==> src/rtl/mem_arbiter.sv <==
// Two-requester arbiter in front of a single-port synchronous memory.
// Data accesses take priority over fetches; lost fetch cycles are counted.
module mem_arbiter #(
  parameter int unsigned AW = 32,
  parameter int unsigned DW = 32,
  parameter int unsigned CW = 16
) (
  input  logic            clk,
  input  logic            rst,
  input  logic            if_req,
  input  logic [AW-1:0]   if_addr,
  output logic [DW-1:0]   if_rdata,
  output logic            if_valid,
  input  logic            d_req,
  input  logic            d_we,
  input  logic [AW-1:0]   d_addr,
  input  logic [DW-1:0]   d_wdata,
  input  logic [DW/8-1:0] d_be,
  output logic [DW-1:0]   d_rdata,
  output logic            d_valid,
  output logic            mem_en,
  output logic            mem_we,
  output logic [AW-1:0]   mem_addr,
  output logic [DW-1:0]   mem_wdata,
  output logic [DW/8-1:0] mem_be,
  input  logic [DW-1:0]   mem_rdata,
  output logic [CW-1:0]   contention_cnt
);

  typedef enum logic [1:0] {IDLE, ISSUE, RESP} state_e;
  typedef enum logic {OWN_I, OWN_D} owner_e;

  state_e            state_q, state_d;
  owner_e            owner_q, owner_d;
  logic              mem_en_q, mem_we_q;
  logic [AW-1:0]     mem_addr_q;
  logic [DW-1:0]     mem_wdata_q;
  logic [DW/8-1:0]   mem_be_q;
  logic [CW-1:0]     cnt_q, cnt_d;

  logic served_i, served_d, elig_i, elig_d, can_arb, grant_i, grant_d, lost;

  always_comb begin
    // The port in its RESP cycle still has req high and must not be re-granted.
    served_i = (state_q == RESP) && (owner_q == OWN_I);
    served_d = (state_q == RESP) && (owner_q == OWN_D);
    elig_i   = if_req && !served_i;
    elig_d   = d_req && !served_d;
    can_arb  = (state_q != ISSUE);
    grant_d  = can_arb && elig_d;
    grant_i  = can_arb && elig_i && !elig_d;

    state_d = state_q;
    owner_d = owner_q;
    unique case (state_q)
      IDLE, RESP: state_d = (grant_d || grant_i) ? ISSUE : IDLE;
      ISSUE:      state_d = RESP;
      default:    state_d = IDLE;
    endcase
    if (grant_d)      owner_d = OWN_D;
    else if (grant_i) owner_d = OWN_I;

    lost  = if_req && (((state_q != IDLE) && (owner_q == OWN_D)) ||
                       ((state_q == IDLE) && grant_d));
    cnt_d = (lost && (cnt_q != '1)) ? cnt_q + CW'(1) : cnt_q;
  end

  always_ff @(posedge clk) begin
    if (rst) begin
      state_q     <= IDLE;
      owner_q     <= OWN_I;
      mem_en_q    <= 1'b0;
      mem_we_q    <= 1'b0;
      mem_addr_q  <= '0;
      mem_wdata_q <= '0;
      mem_be_q    <= '0;
      cnt_q       <= '0;
    end else begin
      state_q  <= state_d;
      owner_q  <= owner_d;
      cnt_q    <= cnt_d;
      mem_en_q <= grant_d || grant_i;
      mem_we_q <= 1'b0;
      if (grant_d) begin
        mem_we_q    <= d_we;
        mem_addr_q  <= d_addr;
        mem_wdata_q <= d_wdata;
        mem_be_q    <= d_we ? d_be : '1;
      end else if (grant_i) begin
        mem_addr_q  <= if_addr;
        mem_be_q    <= '1;
      end
    end
  end

  assign if_valid       = (state_q == RESP) && (owner_q == OWN_I);
  assign d_valid        = (state_q == RESP) && (owner_q == OWN_D);
  assign if_rdata       = mem_rdata;
  assign d_rdata        = mem_rdata;
  assign mem_en         = mem_en_q;
  assign mem_we         = mem_we_q;
  assign mem_addr       = mem_addr_q;
  assign mem_wdata      = mem_wdata_q;
  assign mem_be         = mem_be_q;
  assign contention_cnt = cnt_q;

endmodule
==> config.mk <==
export PLATFORM = sky130hd
export DESIGN_NAME = mem_arbiter
export DESIGN_NICKNAME = d
export VERILOG_FILES = /design/src/rtl/mem_arbiter.sv
export SDC_FILE = /design/constraint.sdc
export NUM_CORES = 1
export LEC_CHECK = 0
export CORE_MARGIN = 2
export CORE_UTILIZATION = 35
export CTS_CLUSTER_SIZE = 14
export DETAILED_ROUTE_END_ITERATION = 10
export GPL_TIMING_DRIVEN = 0
export PLACE_DENSITY = 0.77
export SLEW_MARGIN = 10
export SYNTH_ARGS = -nofsm -noshare
export SYNTH_HDL_FRONTEND = slang
export SYNTH_SLANG_ARGS = --single-unit
==> constraint.sdc <==
create_clock -name clk -period 2.4 [get_ports clk]
set_input_delay 0.6 -clock clk [delete_from_list [all_inputs] [get_ports clk]]
set_output_delay 0.6 -clock clk [all_outputs]
set_load 0.01 [all_outputs]
==> results by group, run 1 <==
CTS
  • Total CTS buffers: 9
  • Post-CTS setup buffers: 0
  • CTS sink cnt: 89
  • Htree depth: 3
  • Clk slew on worst S/H paths: 0.07 ns
  • CTS tree: built
  • Max Root-Sink Buffers: 2
  • Clock Root Buffer: clkbuf_16
  • Clock Latency Late Sink: 0.32 ns

Floorplanning
  • Die extent in y: 111.3 µm
  • Cell Rows: 39
  • DIE WIDTH: 111.3 µm
  • Starting Density: 35.59%
  • Full die area: 12390 µm²
  • Num ports: 289
  • Core ar.: 11320 µm²

Setup path
  • CP max FO: 6
  • WP buf/inv: 2
  • Slowest stage delay, CP: 0.55 ns
  • CP Cell Sequence: nand3b_1 > inv_1 > clkdlybuf4s50_1
  • CP endpoint kind: output pin
  • Worst setup SP type: flop
  • Delay-heaviest family, CP: buffers and inverters
  • Data arrival, critical path: 1.63 ns
  • Levels on crit path: 3
  • Reg2reg path depth: 5
  • Kind of critical path: flop to output pin
  • CP max stage cell: clkdlybuf4s50_1
  • Critical path data required time: 1.80 ns

Synth
  • Synthesized flop and latch total: 89
  • Synth area leader: dfxtp_1
  • Avg Inst Size Synth: 8.307 µm²
  • Post-synthesis sequential area ratio: 44.22%
  • Mapped Cells: 485
  • Mapped Area: 4029 µm²
  • Net count after synthesis: 623
  • Post-synth top area share: 44.22%
  • Synth unique cells: 44
  • Yosys warns: 0
  • Synth area leaders: dfxtp_1, buf_4, a21oi_1

Global routing
  • Most Crowded Layer GR: met2
  • Grt ovf: 0
  • Pin count of the biggest net entering global routing: 15
  • Vias in the first global route: 4429
  • Initial antenna violation count: 0
  • GRT Total Usage: 20.44%
  • Grt met2 use: 36.67%
  • Grt met3 use: 8.420%
  • GR Util met1: 21.77%
  • Global-route wire length before repair: 21050 µm

Finish
  • Area growth from synthesis to final layout: 75.96%
  • Nets: 888
  • Fillers: 966
  • Most common cell after layout, fill and taps aside: clkdlybuf4s50_1
  • Share of layout cells above drive strength 1: 12.85%
  • Number of diodes: 0
  • Final non-filler cell total: 898
  • Most frequent cells in the layout: clkdlybuf4s50_1, nand2_1, dfxtp_1

Hold path
  • Worst Hold Class: flop to flop
  • Hold Crit Depth: 2

Placement
  • Placer Congestion: 0.8490
  • Dpl hpwl: 10530 µm
  • Port bufs: 254
  • # placed instances: 882

Routing
  • Iter 0 DRT Violations: 229
  • Residual DRC: 0
  • DRT antenna net count: 0
  • Vias: 4478
  • Final wirelength: 13290 µm
  • Vias/cell: 4.987
  • Routed wire length per instance: 14.80 µm
  • DR pass1 iterations: 4

Pwr
  • Total power: 0.004130 W
  • VDD IR max: 0.0004212 V
  • Leak: 2.626 nW
  • Pwr dens: 582.6 nW/µm²

Timing
  • Final setup fails: 0
  • Setup Skew: 0.01119 ns
  • Hold Fails Final Rpt: 0
  • Crit share post-route: 92.71%
  • Hold WS: 0.4497 ns
  • Setup TNS: 0 ns
  • RSZ-0062 raised after global routing: false
  • Slew headroom: 61.61%
  • Max-slew violation count: 0
  • Slew @ Worst Pin: 0.5758 ns
  • Fmax achieved: 0.4494 GHz
  • Tmin final: 2.225 ns

Job
  • Max-cap violation count: 0

Outcome
  • Status: completed
==> synthesized netlist by cell type, drive strengths merged <==
library cell and count:
and4 1, a21o 1, nand4 4, and3 2
ha 1, nor3 1, mux2 2, a41oi 1
a311oi 1, o221a 1, and2 1, nor4 2
nor2b 1, nand2 102, o211ai 1, nand3 7
nand2b 2, o221ai 33, or3b 1, a2111oi 1
o21ai 5, nor3b 1, inv 4, a211o 1
nand4bb 1, a41o 1, nand3b 1, or4 7
a211oi 2, a21oi 80, dfxtp 89, o31ai 6
nor2 13, clkbuf 22, or3 4, o41ai 2
buf 76, o22ai 4
==> final timing paths <==
path,slack [ns],startpoint,to
min,0.45,mem_addr[8],mem_addr[8]
max,0.17,owner_q,d_valid
min reg2reg,0.45,mem_addr[8],mem_addr[8]
max reg2reg,0.53,owner_q,mem_addr[9]
==> where the power goes <==
part	leakage, nW	total (W)	switching (W)	internal, W
Sequential	0.731	0.00163	0.0000562	0.00158
Clock	0.155	0.00153	0.000561	0.000970
Combinational	1.74	0.000965	0.000394	0.000571
Total	2.63	0.00413	0.00101	0.00312
==> kinds of logic (layout without fill, tap and decap cells) <==
logic type               Yosys count  after routing  share of synthesized area, %
flip-flops                        89             89                         44.22
adder cells (fa/ha/maj)            1              1                        0.3105
AO/OA/AOI/OAI                    140            140                         22.20
multiplexers                       2              2                        0.5590
buffers and inverters            102            372                         15.81
AND/OR/NAND/NOR                  151            151                         16.89
==> layer usage <==
metal / share of wire (%) / routed length, µm
met1: 37 / 4960
met2: 51 / 6723
met3: 10 / 1361
met4: 1.8 / 241
met5: 0 / 0
==> per-stage QoR <==
step                area, µm²  utilization (%)  setup WS, ns
finish                   7089            62.62        0.1750
global route             7089            62.62       0.06119
CTS                      7082            62.56        0.1432
detailed placement       6750            59.63       -0.1988
global placement         6750            59.63       -0.1743
floorplan                4029                -        0.4941
==> area by class of cell <==
| type | instances | area [µm²] | share of cell area, % |
|---|---|---|---|
| repair buffers | 254 | 2542 | 35.86 |
| flip-flops and latches | 89 | 1782 | 25.13 |
| multi-input cells | 294 | 1617 | 22.80 |
| plain buffers | 98 | 623.1 | 8.789 |
| clock buffers | 12 | 256.5 | 3.618 |
| well taps | 143 | 178.9 | 2.524 |
| clock inverters | 4 | 75.07 | 1.059 |
| inverters | 4 | 15.01 | 0.2118 |
==> sequential cells by signal, indices dropped and copies added, names as in the netlist <==
name / count
mem_be: 4
owner_q: 1
contention_cnt: 16
mem_we: 1
mem_addr: 32
state_q: 2
mem_wdata: 32
mem_en: 1
==> worst min-delay path, cell delays in order, from the launching register on <==
cell and delay, ns:
dfxtp_1 0.30, nand2_1 0.05, a21oi_1 0.05
==> repair_timing <==
action / CTS / global route
gates resized for setup: 0 / 3
setup endpoints to repair: 0 / 2
hold buffers: 0 / 0
Power figures use the tool's default switching activity.
==> run 2: changes to the inputs <==
==> constraint.sdc (replaced) <==
create_clock -name clk -period 2.4 [get_ports clk]
set_input_delay 0.48 -clock clk [delete_from_list [all_inputs] [get_ports clk]]
set_output_delay 0.48 -clock clk [all_outputs]
set_load 0.01 [all_outputs]
==> run 2 against run 1 <==
Effect of this change:
- fmax is 3.4% higher
- routed wire length hardly changed
- hold slack hardly changed
- sequential power hardly changed
- flip-flop and latch count stayed put
- combinational power hardly changed
- cell count stayed put
- worst setup slack better by 0.074 ns
- clock skew hardly changed
- core utilization is 0.066 points lower
- critical path depth is 3 higher
- register-to-register slack worse by 0.05 ns
==> results by group, run 2 (synthesis results as in run 1) <==
CTS
  • Clock Latency Late Sink: 0.33 ns
  • Cts repair resizes: 0
  • Clk slew on worst S/H paths: 0.06 ns
  • CTS sink cnt: 89
  • Max Root-Sink Buffers: 2
  • Hold_buf cts: 0
  • Total CTS buffers: 9
  • CTS tree: built
  • Post-CTS setup buffers: 0
  • Htree depth: 3
  • Clock Root Buffer: clkbuf_16

Timing
  • Hold Fails Final Rpt: 0
  • Setup TNS: 0 ns
  • Slew @ Worst Pin: 0.5706 ns
  • Hold WS: 0.4499 ns
  • Max-slew violation count: 0
  • Tmin final: 2.151 ns
  • Crit share post-route: 89.64%
  • RSZ-0062 raised after global routing: false
  • Fmax achieved: 0.4648 GHz
  • Slew headroom: 61.96%
  • Final setup fails: 0
  • Setup Skew: 0.01139 ns

Global routing
  • Grt ovf: 0
  • GRT Total Usage: 20.44%
  • Pin count of the biggest net entering global routing: 15
  • Vias in the first global route: 4429
  • Global-route wire length before repair: 21050 µm
  • Initial antenna violation count: 0

Floorplanning
  • Num ports: 289
  • Die extent in y: 111.3 µm
  • Starting Density: 35.59%
  • Full die area: 12390 µm²
  • DIE WIDTH: 111.3 µm
  • Core ar.: 11320 µm²
  • Cell Rows: 39

Finish
  • Share of layout cells above drive strength 1: 12.58%
  • Most frequent cells in the layout: clkdlybuf4s50_1, nand2_1, dfxtp_1
  • Most common cell after layout, fill and taps aside: clkdlybuf4s50_1
  • Final non-filler cell total: 898
  • Number of diodes: 0
  • Nets: 888
  • Area growth from synthesis to final layout: 75.78%

Pwr
  • VDD IR max: 0.0004216 V
  • Leak: 2.623 nW
  • Pwr dens: 583.8 nW/µm²

Routing
  • Iter 0 DRT Violations: 226
  • DRT antenna net count: 0
  • DR pass1 iterations: 4
  • Routed wire length per instance: 14.78 µm
  • Vias/cell: 4.989
  • Final wirelength: 13270 µm
  • Residual DRC: 0
  • Vias: 4480

Setup path
  • CP max FO: 10
  • Data arrival, critical path: 2.36 ns
  • WP buf/inv: 2
  • Critical path data required time: 2.61 ns
  • Kind of critical path: primary input to flop
  • CP endpoint kind: flop
  • CP Cell Sequence: clkdlybuf4s50_1 > nand4bb_1 > a21o_1 > clkbuf_1 > nor4_1 > mux2_1
  • Worst setup SP type: primary input
  • Delay-heaviest family, CP: buffers and inverters
  • Slowest stage delay, CP: 0.57 ns
  • CP max stage cell: clkdlybuf4s50_1

Job
  • Max-cap violation count: 0

Placement
  • Dpl hpwl: 10530 µm
  • Placer Congestion: 0.8490
  • # placed instances: 882
  • Port bufs: 254

Outcome
  • Status: completed

Hold path
  • Worst Hold Class: flop to flop
run 2: cell counts in the layout (fill, tap and decap cells not counted):
No cell type changed its count.
run 2: metrics by stage:
| stage | setup WS [ns] | instance area, µm² | power, W | utilization [%] |
|---|---|---|---|---|
| floorplan | 0.6141 | 4029 | 0.002069 | - |
| global placement | -0.05428 | 6750 | 0.002613 | 59.63 |
| detailed placement | -0.07877 | 6750 | 0.002633 | 59.63 |
| CTS | 0.2632 | 7082 | 0.004169 | 62.56 |
| global route | 0.1176 | 7082 | 0.004315 | 62.56 |
| finish | 0.2486 | 7082 | 0.004134 | 62.56 |
run 2: metal layers:
| metal | GRT usage [%] | routed length [µm] | part of all wire (%) | vias up |
|---|---|---|---|---|
| met1 | 21.77 | 5008 | 38 | 2053 |
| met2 | 36.67 | 6693 | 50 | 211 |
| met4 | 6.502 | 265 | 2.0 | 0 |
| met3 | 8.420 | 1306 | 9.8 | 28 |
| met5 | 0 | 0 | 0 | - |
| li1 | - | - | - | 2188 |
run 2: area by class of cell:
class                   count  area, µm²
repair buffers            254       2542
plain buffers              98      621.8
multi-input cells         294       1610
clock buffers              12      256.5
well taps                 143      178.9
fillers                   965       4239
flip-flops and latches     89       1782
clock inverters             4      75.07
inverters                   4      15.01
run 2: final timing paths:
| check | start | endpoint | slack [ns] | cells after the start |
|---|---|---|---|---|
| setup / recovery | if_req | contention_cnt[13] | 0.25 | 6 |
| hold / removal | mem_addr[8] | mem_addr[8] | 0.45 | 2 |
| setup reg to reg | owner_q | mem_addr[28] | 0.48 | 5 |
| hold reg to reg | mem_addr[8] | mem_addr[8] | 0.45 | 2 |
run 2: where the power goes:
group          switching [W]  internal, W  total, W
clock network       0.000566     0.000970   0.00154
registers          0.0000562      0.00158   0.00163
logic               0.000394     0.000571  0.000964
total                0.00102      0.00312   0.00413
run 2: tightest hold or removal path: cells and delay by family, from the launching register on:
family             cells  cell delay, ns
DFF                    1            0.31
and+or+nand+nor        1            0.05
AOI/OAI and AO/OA      1            0.05
